<file path="src/rtl/freq_event_counter_if.sv">
// Control/result bundle for freq_event_counter: window request in, measurement out.
// result_valid is a one-cycle pulse with no ready; result and ovf hold until the next pulse.
interface freq_event_counter_if #(
    parameter int CNT_W  = 16,
    parameter int GATE_W = 16
);
    logic              start;
    logic              abort;
    logic [GATE_W-1:0] gate_len;
    logic [CNT_W-1:0]  result;
    logic              result_valid;
    logic              busy;
    logic              ovf;

    modport master (
        output start, abort, gate_len,
        input  result, result_valid, busy, ovf
    );

    modport slave (
        input  start, abort, gate_len,
        output result, result_valid, busy, ovf
    );
endinterface

</file>
<file path="src/rtl/freq_event_counter.sv">
// Counts rising edges of an asynchronous input over a gate of gate_len enabled clk cycles.
// Build option FREQ_CNT_SAT_EN: edge counter saturates at all-ones instead of wrapping.
module freq_event_counter #(
    parameter int CNT_W       = 16,
    parameter int GATE_W      = 16,
    parameter int SYNC_STAGES = 2
) (
    input  logic                 clk,
    input  logic                 rst,
    input  logic                 ena,
    input  logic                 event_in,
    freq_event_counter_if.slave  bus,
    output logic [1:0]           state_dbg
);
    typedef enum logic [1:0] {
        IDLE  = 2'd0,
        COUNT = 2'd1,
        DONE  = 2'd2
    } state_t;

    state_t                 state;
    logic [SYNC_STAGES-1:0] sync_q;
    logic                   prev_q;
    logic                   edge_det;
    logic [CNT_W-1:0]       edge_cnt;
    logic [CNT_W-1:0]       cnt_inc;
    logic                   ovf_run;
    logic                   ovf_inc;
    logic [GATE_W-1:0]      gate_cnt;
    logic [CNT_W-1:0]       result_q;
    logic                   result_valid_q;
    logic                   busy_q;
    logic                   ovf_q;

    // Edge detector runs in every state so a level already high at window start is not counted.
    always_ff @(posedge clk or posedge rst) begin
        if (rst) begin
            sync_q <= '0;
            prev_q <= 1'b0;
        end else begin
            sync_q <= {sync_q[SYNC_STAGES-2:0], event_in};
            prev_q <= sync_q[SYNC_STAGES-1];
        end
    end

    assign edge_det = sync_q[SYNC_STAGES-1] & ~prev_q;

    always_comb begin
        cnt_inc = edge_cnt;
        ovf_inc = ovf_run;
        if (edge_det) begin
            if (&edge_cnt) begin
                ovf_inc = 1'b1;
`ifdef FREQ_CNT_SAT_EN
                cnt_inc = edge_cnt;
`else
                cnt_inc = '0;
`endif
            end else begin
                cnt_inc = edge_cnt + CNT_W'(1);
            end
        end
    end

    // Result is loaded on the last COUNT cycle so it is already valid during the DONE cycle.
    always_ff @(posedge clk or posedge rst) begin
        if (rst) begin
            state          <= IDLE;
            edge_cnt       <= '0;
            ovf_run        <= 1'b0;
            gate_cnt       <= '0;
            result_q       <= '0;
            result_valid_q <= 1'b0;
            busy_q         <= 1'b0;
            ovf_q          <= 1'b0;
        end else begin
            result_valid_q <= 1'b0;
            case (state)
                IDLE: begin
                    if (bus.start && !bus.abort && (bus.gate_len != '0)) begin
                        gate_cnt <= bus.gate_len;
                        edge_cnt <= '0;
                        ovf_run  <= 1'b0;
                        busy_q   <= 1'b1;
                        state    <= COUNT;
                    end
                end
                COUNT: begin
                    if (bus.abort) begin
                        busy_q <= 1'b0;
                        state  <= IDLE;
                    end else if (ena) begin
                        edge_cnt <= cnt_inc;
                        ovf_run  <= ovf_inc;
                        gate_cnt <= gate_cnt - GATE_W'(1);
                        if (gate_cnt == GATE_W'(1)) begin
                            result_q       <= cnt_inc;
                            ovf_q          <= ovf_inc;
                            result_valid_q <= 1'b1;
                            state          <= DONE;
                        end
                    end
                end
                DONE: begin
                    busy_q <= 1'b0;
                    state  <= IDLE;
                end
                default: begin
                    busy_q <= 1'b0;
                    state  <= IDLE;
                end
            endcase
        end
    end

    assign bus.result       = result_q;
    assign bus.result_valid = result_valid_q;
    assign bus.busy         = busy_q;
    assign bus.ovf          = ovf_q;
    assign state_dbg        = state;
endmodule

</file>
<file path="src/flat_wrapper.sv">
// flat-port wrapper written by rule: the top's interface ports become plain ports
module freq_event_counter_flat 
#(
    parameter int CNT_W       = 16,
    parameter int GATE_W      = 16,
    parameter int SYNC_STAGES = 2
)
  (clk, rst, ena, event_in, state_dbg, bus_start, bus_abort, bus_gate_len, bus_result, bus_result_valid, bus_busy, bus_ovf);
  freq_event_counter_if #(.CNT_W(CNT_W), .GATE_W(GATE_W)) bus_i ();
  input  logic clk;
  input  logic rst;
  input  logic ena;
  input  logic event_in;
  output logic [1:0] state_dbg;
  input wire logic [$bits(bus_i.start)-1:0] bus_start;
  input wire logic [$bits(bus_i.abort)-1:0] bus_abort;
  input wire logic [$bits(bus_i.gate_len)-1:0] bus_gate_len;
  output wire logic [$bits(bus_i.result)-1:0] bus_result;
  output wire logic [$bits(bus_i.result_valid)-1:0] bus_result_valid;
  output wire logic [$bits(bus_i.busy)-1:0] bus_busy;
  output wire logic [$bits(bus_i.ovf)-1:0] bus_ovf;
  assign bus_i.start = bus_start;
  assign bus_i.abort = bus_abort;
  assign bus_i.gate_len = bus_gate_len;
  assign bus_result = bus_i.result;
  assign bus_result_valid = bus_i.result_valid;
  assign bus_busy = bus_i.busy;
  assign bus_ovf = bus_i.ovf;
  freq_event_counter #(.CNT_W(CNT_W), .GATE_W(GATE_W), .SYNC_STAGES(SYNC_STAGES)) u_core (.clk(clk), .rst(rst), .ena(ena), .event_in(event_in), .bus(bus_i), .state_dbg(state_dbg));
endmodule
</file>
<file path="config.mk">
export PLATFORM = sky130hd
export DESIGN_NAME = freq_event_counter_flat
export DESIGN_NICKNAME = d
export VERILOG_FILES = /design/src/rtl/freq_event_counter_if.sv /design/src/rtl/freq_event_counter.sv /design/src/flat_wrapper.sv
export SDC_FILE = /design/constraint.sdc
export NUM_CORES = 1
export LEC_CHECK = 0
export CAP_MARGIN = 5
export CORE_UTILIZATION = 25
export CTS_CLUSTER_DIAMETER = 50
export CTS_CLUSTER_SIZE = 12
export DETAILED_ROUTE_END_ITERATION = 16
export DONT_BUFFER_PORTS = 1
export PLACE_DENSITY = 0.37
export SLEW_MARGIN = 10
export SYNTH_ARGS = -nofsm -noshare
export SYNTH_HDL_FRONTEND = slang
export SYNTH_SLANG_ARGS = --single-unit
</file>
<file path="constraint.sdc">
create_clock -name clk -period 1.77 [get_ports clk]
set_input_delay 0.2655 -clock clk [delete_from_list [all_inputs] [get_ports clk]]
set_output_delay 0.2655 -clock clk [all_outputs]
set_load 0.01 [all_outputs]
</file>
* Word level (Yosys, flattened, before mapping)
Cells that the tools add are included.
** Cells by class
- Reductions and logical operators :: 11
- Divide/modulo/power cells :: 0
- Add/sub/neg operators :: 2
- $mul :: 0
- Magnitude comparators :: 0
- Equality and inequality tests :: 8
- Bitwise gates (word level) :: 3
- Muxes and demuxes :: 28
- Shift operators :: 0
** Operators with widths (count)
- 16-bit 2-to-1 mux :: 8
- 16-bit one-hot mux with 2 select lines :: 2
- 16-bit by 1-bit adder with 16-bit output, second input constant :: 1
- 16-bit by 1-bit == test with 1-bit output, second input constant :: 1
- 16-bit AND reduction :: 1
- 16-bit nonzero test :: 1
- 16-bit by 1-bit subtractor with 16-bit output, second input constant :: 1
- 1-bit 2-to-1 mux :: 11
- 2-bit 2-to-1 mux :: 4
- 4-bit AND reduction :: 2
- 2-bit != test, second input constant :: 3
- 1-bit one-hot mux with 2 select lines :: 2
- 2-bit one-hot mux with 2 select lines :: 1
- 3-bit by 2-bit != test with 1-bit output, second input constant :: 1
- 3-bit != test, second input constant :: 1
- 3-bit AND reduction :: 1
- 2-bit by 1-bit == test with 1-bit output, second input constant :: 1
- 1-bit logical AND :: 2
- 2-bit logical NOT :: 1
- 2-bit by 1-bit != test with 1-bit output, second input constant :: 1
- 1-bit NOT :: 2
- 2-bit AND reduction :: 1
- 2-bit nonzero test :: 1
- 1-bit AND :: 1
- 1-bit logical NOT :: 1
** Word-level totals
- Logic and storage cells :: 62
- Register bits :: 57
- Bits in read-only memories :: 0
- Memories kept :: 0
- Memory bits (writable) :: 0
- Output and inout port bits :: 21
- Bits of input ports :: 22
- Latch bits :: 0

* Logic depth before layout (Yosys ltp)
Gate-level depths: netlist (run 1).
- Depth in word-level cells :: 6
- Gate-level depth with buffers :: 8
- Depth with buffers taken out :: 8

* Worst setup path after synthesis (run 1)
Ideal clock, no wire load.
- Path type :: flip-flop to flip-flop
- Start :: reg u_core.gate_cnt[8]
- End :: reg u_core.result_q[5], in the netlist u_core.bus.result[5]
- Data required time :: 1.645 ns
- Cell stages (with the launch flop) :: 7
- Buffers on the path :: 0
- Setup slack :: -0.047 ns
- Arrival time :: 1.692 ns
- Cells stage by stage :: dfrtp_1 -> nor4_4 -> nand3b_4 -> nor2_1 -> nand2_1 -> clkinv_2 -> mux2_2
** Between the ends
- Longest elaborated chain between the ends :: 2
** Ends and longest elaborated chain
- start: declaration :: line freq_event_counter.sv:29 : logic [GATE_W-1:0] gate_cnt;
- start signal: assignment :: line freq_event_counter.sv:81 : gate_cnt <= bus.gate_len;
- start signal: assignment :: line freq_event_counter.sv:95 : gate_cnt <= gate_cnt - GATE_W'(1);
- 16-bit by 1-bit == test with 1-bit output :: line freq_event_counter.sv:96 : if (gate_cnt == GATE_W'(1)) begin
- 4-bit AND reduction (no line)
- end signal: assignment :: line freq_event_counter.sv:97 : result_q <= cnt_inc;
- end: declaration :: line freq_event_counter.sv:30 : logic [CNT_W-1:0] result_q;
No other way between the ends.
A chain may end at the register's enable or synchronous reset.

* Worst setup path in the final report (run 1)
- Start :: reg u_core.gate_cnt[3]
- End :: reg u_core.result_q[1], in the netlist u_core.bus.result[1]
Same word-level chain as after synthesis.

==> impl_results.md, run 1 <==
* Outcome: completed
* Biggest cell delay along the critical path at 0.38 ns
* Yosys reg bits at 57
* Post-route ant nets at 0
* Worst path bufs/invs at 3
* Via count at 2786
* Global-route wire length before repair at 15100 um
* Area growth syn-to-layout at 38.4%
* Most frequent cells in the layout: buf_4, dfrtp_1, nor2_1
* Top delay family on crit path: simple AND/OR/NAND/NOR gates
* Gr usage total at 15.6%
* CTS max path bufs at 2
* Relative slew slack at 71.6%
* Critical path's slowest cell: dfrtp_1
* Final setup violation count at 0
* Final Hold Fails at 0
* Synth cell types at 61
* Place WS at -0.0362 ns
* CP max FO at 5
* Final worst slack at 0.0204 ns
* Initial cell density of the core at 25.9%
* Yosys warnings at 0
* Die width at 114 um
* CP cell instances: buf_6 > nor4_4 > nand4_4 > nor4_4 > buf_6 > buf_12 > nor2_2 > a31oi_1
* Slew @ Worst Pin at 0.423 ns
* Final core utilization at 35.9%
* Net Sw Power at 1130 uW
* CTS Sinks at 57
* Hold Crit Class: input pin to register
* Cells after Synth at 337
* Fin Clk Skew at 0.00682 ns
* Layout fillers at 1284
* Seq/Total Area, Yosys at 45.4%
* Pin count of the biggest net entering global routing at 58
* Num CTS Buffers at 9
* Drt wl/cell at 16.4 um
* Post-synthesis net count at 362
* Drt first pass iters at 4
* Primary FF master, synth: dfrtp_1
* DRC at 0
* Peak VDD IR at 0.000424 V
* Max_cap viols at 0
* Initial antenna violation count at 0
* Nets at 428
* Area occupied by multi-input gates at 0.00173 mm^2
* DP Area at 0.00381 mm^2
* WS Path Type: register to register
* Design area at 0.00435 mm^2
* Core Rows at 40
* Die Area at 0.0130 mm^2
* Die Ht at 114 um
* Power share of the sequential group at 37.4%
* Clk slew on worst S/H paths at 0.05 ns
* Post-DR vias/cell at 4.84
* GPL Wtd Cong at 0.736
* Core area at 0.0121 mm^2
* Async set or reset register ratio after synthesis at 100%
* Hold_ws at 0.106 ns
* Register area at 0.00143 mm^2
* Mean area per synthesized cell at 9.32 um^2
* Clk_lat worst skew at 0.34 ns
* CP Launch Type: register
* I/O pin count at 43
* RSZ-0062 raised after global routing: yes
* Post-Syn Area at 0.00314 mm^2
* Number of global-route vias before repair at 2743
* LEAKAGE at 0.00188 uW
* Fin crit period at 1.75 ns
* Port Buffers at 0
* Total wire length at 9420 um
* Fin. max-slew vios at 0
* Crit path DAT at 2.00 ns
* Pwr/cell area at 949 mW/mm^2
* F_max at 572 MHz
* Layout cells sized above 1 at 30.9%
* Internal power at 3000 uW
* DP HPWL at 6680 um
* Clock share of power at 44.1%
* Switching Fraction at 27.4%
* Tcrit/Tclk final at 98.8%
* Non-Filler Instances at 576
* GRT overflow at 0
* Post-synth EDFFs at 0
* Total number of H-tree levels at 3
* Post-placement cell count at 552
* Iteration-0 DRC Markers at 139
* CTS tree: built
* Antenna Cells at 0
* Crit. End Element: register
* CTS root buf: clkbuf_16
* Required @ worst endpoint at 2.03 ns
* Combinational share of power at 18.5%
* R2R Setup Slk at 0.02 ns
## kinds of logic after synthesis
family,share of synthesized area [%]
simple gates,24.8
compound gates,21.5
flops,45.4
buf+inv,2.99
xor+xnor,3.35
fa+ha+maj,1.20
mux,0.717
## tightest hold or removal path: cells and delay by family
kind               cells  cell delay, ns
AOI/OAI and AO/OA      1            0.06
and+or+nand+nor        2            0.07
## per-layer routing
layer	up-vias	wire length, um	track usage (%)
li1	1387	-	-
met1	1338	4950	22.5
met2	49	3900	21.8
met3	12	377	3.65
met4	0	193	7.27
met5	-	0	0
## area by class of cell
| class | instances | area share [%] |
|---|---|---|
| multi-input cells | 259 | 39.9 |
| flip-flops and latches | 57 | 32.8 |
| repair buffers | 70 | 14.8 |
| clock buffers | 14 | 6.31 |
| well taps | 168 | 4.84 |
| clock inverters | 2 | 0.806 |
| inverters | 6 | 0.576 |
## registers in the layout, indices dropped and copies added, names as in the netlist
signal and flops:
u_core.gate_cnt 16, u_core.edge_cnt 16, u_core.bus.result 16, u_core.bus.ovf 1, u_core.ovf_run 1, u_core.bus.result_valid 1
u_core.prev_q 1, u_core.sync_q 2, u_core.state_dbg 2, u_core.bus.busy 1
## power by group through the flow
stage	logic, uW	clock network, uW	registers (uW)
global placement	702	0	1560
finish	762	1820	1540
floorplan	364	0	1580
CTS	726	1860	1540
global route	854	1920	1560
detailed placement	703	0	1560
## final timing paths
kind | startpoint | endpoint | cells past startpoint
setup reg to reg | u_core.gate_cnt[3]$_DFFE_PP0P_ | u_core.bus.result[1]$_DFFE_PP0P_ | 8
max in group asynchronous | rst | u_core.bus.busy$_DFFE_PP0P_ | 3
hold reg to reg | u_core.sync_q[0]$_DFF_PP0_ | u_core.sync_q[1]$_DFF_PP0_ | 0
min in group asynchronous | rst | u_core.gate_cnt[13]$_DFFE_PP0P_ | 3
hold / removal | bus_abort | u_core.bus.busy$_DFFE_PP0P_ | 3
setup / recovery | u_core.gate_cnt[3]$_DFFE_PP0P_ | u_core.bus.result[1]$_DFFE_PP0P_ | 8
## synth_stat cells (all sizes together) (2+ instances only)
master / n / share of area [%]
a41oi: 2 / 0.56
nand4b: 2 / 0.76
buf: 6 / 1.2
xor2: 7 / 2.0
ha: 3 / 1.2
o22a: 4 / 1.1
nand3b: 2 / 0.88
o2bb2ai: 7 / 2.0
mux2: 2 / 0.72
inv: 5 / 0.60
and3: 5 / 1.0
a31o: 2 / 0.56
a211oi: 2 / 0.48
nor2b: 3 / 0.60
o21ai: 31 / 5.2
nor3: 11 / 2.3
nand2: 28 / 3.3
nor4: 7 / 2.8
a21oi: 31 / 5.2
nand3: 15 / 2.4
a221o: 2 / 0.64
and2: 3 / 0.60
o31ai: 5 / 1.2
nor2: 39 / 4.7
o22ai: 4 / 0.80
and4: 3 / 0.84
or3: 5 / 1.2
a31oi: 8 / 1.8
nand2b: 3 / 0.60
a22oi: 2 / 0.48
nand4: 5 / 1.2
clkbuf: 9 / 1.1
dfrtp: 57 / 45
xnor2: 5 / 1.4
## timing repair
| action | in CTS | in global routing |
|---|---|---|
| buffers inserted | 1 | 3 |
| cloned | 0 | 2 |
| endpoints found under the hold margin | 58 | 0 |
| pin swaps | 3 | 9 |
| setup endpoints to repair | 2 | 32 |
| gates resized for setup | 4 | 30 |
| hold buffers | 2 | 0 |
## through the flow
step / total power [uW] / setup TNS (ns)
floorplan: 1940 / -0.0134
global placement: 2270 / -0.00631
global route: 4340 / -0.658
finish: 4130 / 0
detailed placement: 2270 / -0.115
CTS: 4130 / -0.0114
(Power assumes the default switching activity.)
==> run 2, diff against run 1 <==
--- a/config.mk
+++ b/config.mk
@@ -12,7 +12,9 @@
 export DETAILED_ROUTE_END_ITERATION = 16
 export DONT_BUFFER_PORTS = 1
 export PLACE_DENSITY = 0.37
+export SETUP_SLACK_MARGIN = 0.5
 export SLEW_MARGIN = 10
 export SYNTH_ARGS = -nofsm -noshare
 export SYNTH_HDL_FRONTEND = slang
 export SYNTH_SLANG_ARGS = --single-unit
+export TNS_END_PERCENT = 50
==> run 2 against run 1 <==
The run now ends with negative setup slack left. Total power increased by 4.6%. Largest power group unchanged. First-iteration DRC count shrank 20%. Die area unchanged. Clock-buffer cell count down 3. Largest cell class unchanged. Critical endpoint is now u_core.gate_cnt[15]$_DFFE_PP0P_.
==> impl_results.md, run 2 (synthesized netlist as in run 1, its figures left out) <==
* Outcome: complete, but fails checks
* Violated checks: negative setup slack
* WS Path Type: register to register
* Setup TNS Final at -0.357 ns (-0.357 ns)
* CTS tree: built
* Final setup violation count at 15 (+15)
* Port Buffers at 0 (unchanged)
* Drt first pass iters at 4 (unchanged)
* Post-DR vias/cell at 4.98 (+2.9%)
* Hold Path Cell Cnt at 3 (unchanged)
* Initial cell density of the core at 25.9% (unchanged)
* R2R Setup Slk at -0.07 ns (-0.09 ns)
* LEAKAGE at 0.00203 uW (+7.8%)
* Worst hold endpoint: u_core.bus.busy$_DFFE_PP0P_
* CTS max path bufs at 2 (unchanged)
* Fin Clk Skew at 0.00501 ns (-0.00181 ns)
* GPL Wtd Cong at 0.726 (-1.4%)
* CP max FO at 4 (-1)
* CTS root buf: clkbuf_16
* Die Ht at 114 um (unchanged)
* Area growth syn-to-layout at 54.4%
* Final Hold Fails at 0 (unchanged)
* Final core utilization at 40.0% (+4.2 points)
* CTS Sinks at 57 (unchanged)
* Post-route ant nets at 0 (unchanged)
* Max_cap viols at 0 (unchanged)
* Hold Startpoint: bus_abort
* Antenna Cells at 0 (unchanged)
* Layout cells sized above 1 at 43.3% (+12 points)
* Gr usage total at 16.1% (+0.54 points)
* Core area at 0.0121 mm^2 (unchanged)
* Most frequent cells in the layout: dfrtp_1, buf_4, nor2_1
* R2r endpoint: u_core.gate_cnt[15]$_DFFE_PP0P_
* Iteration-0 DRC Markers at 111 (-20%)
* Total number of H-tree levels at 3 (unchanged)
* Fin. max-slew vios at 0 (unchanged)
* Total wire length at 9820 um (+4.3%)
* Required @ worst endpoint at 1.99 ns (-0.04 ns)
* I/O pin count at 43 (unchanged)
* Nets at 433 (+1.2%)
* Number of global-route vias before repair at 2820 (+2.8%)
* Initial antenna violation count at 0 (unchanged)
* Num CTS Buffers at 9 (unchanged)
* Hold Crit Class: input pin to register
* Fin crit period at 1.84 ns (+0.0871 ns)
* Die width at 114 um (unchanged)
* RR Startpoint: u_core.gate_cnt[2]$_DFFE_PP0P_
* Worst r2r path cells at 6 (-2)
* Clk slew on worst S/H paths at 0.06 ns (about the same)
* Most common cell after layout, fill and taps aside: dfrtp_1
* DRC at 0 (unchanged)
* Via count at 2891 (+3.8%)
* GRT overflow at 0 (unchanged)
* Tcrit/Tclk final at 104% (+4.9 points)
* Peak VDD IR at 0.000464 V (+9.5%)
* Slew @ Worst Pin at 0.559 ns (+0.136 ns)
* DP HPWL at 6700 um (+0.31%)
* RSZ-0062 raised after global routing: yes
* Relative slew slack at 62.7% (-8.9 points)
* Pin count of the biggest net entering global routing at 27 (-53%)
* Drt wl/cell at 16.9 um (+3.4%)
* Crit. End Element: register
* Crit path DAT at 2.06 ns (+0.06 ns)
* Global-route wire length before repair at 15600 um (+3.7%)
* F_max at 544 MHz (-4.7%)
* Final worst slack at -0.0667 ns (-0.0871 ns)
* Pwr/cell area at 890 mW/mm^2 (-6.3%)
* Die Area at 0.0130 mm^2 (unchanged)
* CP Launch Type: register
* Core Rows at 40 (unchanged)
* Clk_lat worst skew at 0.34 ns (about the same)
run 2: changes by cell type in the layout (fill, tap and decap cells not counted), sizes merged:
cell	before	now
clkinvlp	0	1
a21oi	31	32
inv	6	5
buf	66	72
clkbuf	16	11
bufinv	1	2
clkinv	1	3
run 2: per-stage QoR:
stage | instances | total power, uW | hold WS, ns | setup WS [ns] | instance area (um^2)
after floorplan | 337 | 1950 | 0.297 | 0.0286 | 3210
after global placement | 548 | 2270 | 0.226 | -0.0298 | 3830
after detailed placement | 548 | 2270 | 0.228 | -0.107 | 3830
after CTS | 574 | 4290 | 0.0977 | -0.0726 | 4520
after global routing | 581 | 4520 | 0.120 | -0.140 | 4850
final | 581 | 4310 | 0.107 | -0.0667 | 4850
run 2: worst max-delay path: stages (launching register included):
cell,delay [ns]
dfrtp_1,0.39
buf_6,0.12
or4_4,0.51
or3_4,0.39
nor3_2,0.12
o21ai_1,0.07
o2bb2ai_1,0.12
run 2: area by class of cell:
type,instances,area [um^2]
repair buffers,74,746
clock inverters,5,78.8
multi-input cells,260,2110
well taps,168,210
clock buffers,11,243
fillers,1217,7260
flip-flops and latches,57,1430
inverters,6,33.8
run 2: metal layers:
metal | routed length, um | vias up | part of all wire [%] | track usage, %
li1 | - | 1398 | - | -
met1 | 5020 | 1427 | 51 | 23.7
met2 | 4230 | 52 | 43 | 22.2
met3 | 390 | 14 | 4.0 | 3.76
met4 | 183 | 0 | 1.9 | 7.36
met5 | 0 | - | 0 | 0
run 2: where the power goes:
part / leakage (uW) / internal [uW] / switching (uW)
clock network: 0.000159 / 1270 / 641
registers: 0.000747 / 1430 / 130
logic: 0.00112 / 412 / 437
total: 0.00203 / 3110 / 1210
run 2: what timing repair did:
action,4_1_cts,5_1_grt
hold buffers,2,0
setup endpoints to repair,53,54
pin swaps,39,43
cloned,1,1
buffers inserted,7,6
resized for setup,71,63
endpoints found under the hold margin,21,0
run 2: worst max path at each step:
stage / endpoint / cells after the start / startpoint
after floorplan: u_core.bus.result[5]$_DFFE_PP0P_ / 6 / u_core.gate_cnt[9]$_DFFE_PP0P_
after detailed placement: u_core.bus.result[1]$_DFFE_PP0P_ / 7 / u_core.gate_cnt[2]$_DFFE_PP0P_
after global routing: u_core.gate_cnt[15]$_DFFE_PP0P_ / 6 / u_core.gate_cnt[2]$_DFFE_PP0P_
after global placement: u_core.bus.result[1]$_DFFE_PP0P_ / 7 / u_core.gate_cnt[2]$_DFFE_PP0P_
after CTS: u_core.bus.result[1]$_DFFE_PP0P_ / 8 / u_core.gate_cnt[2]$_DFFE_PP0P_
final: u_core.gate_cnt[15]$_DFFE_PP0P_ / 6 / u_core.gate_cnt[2]$_DFFE_PP0P_
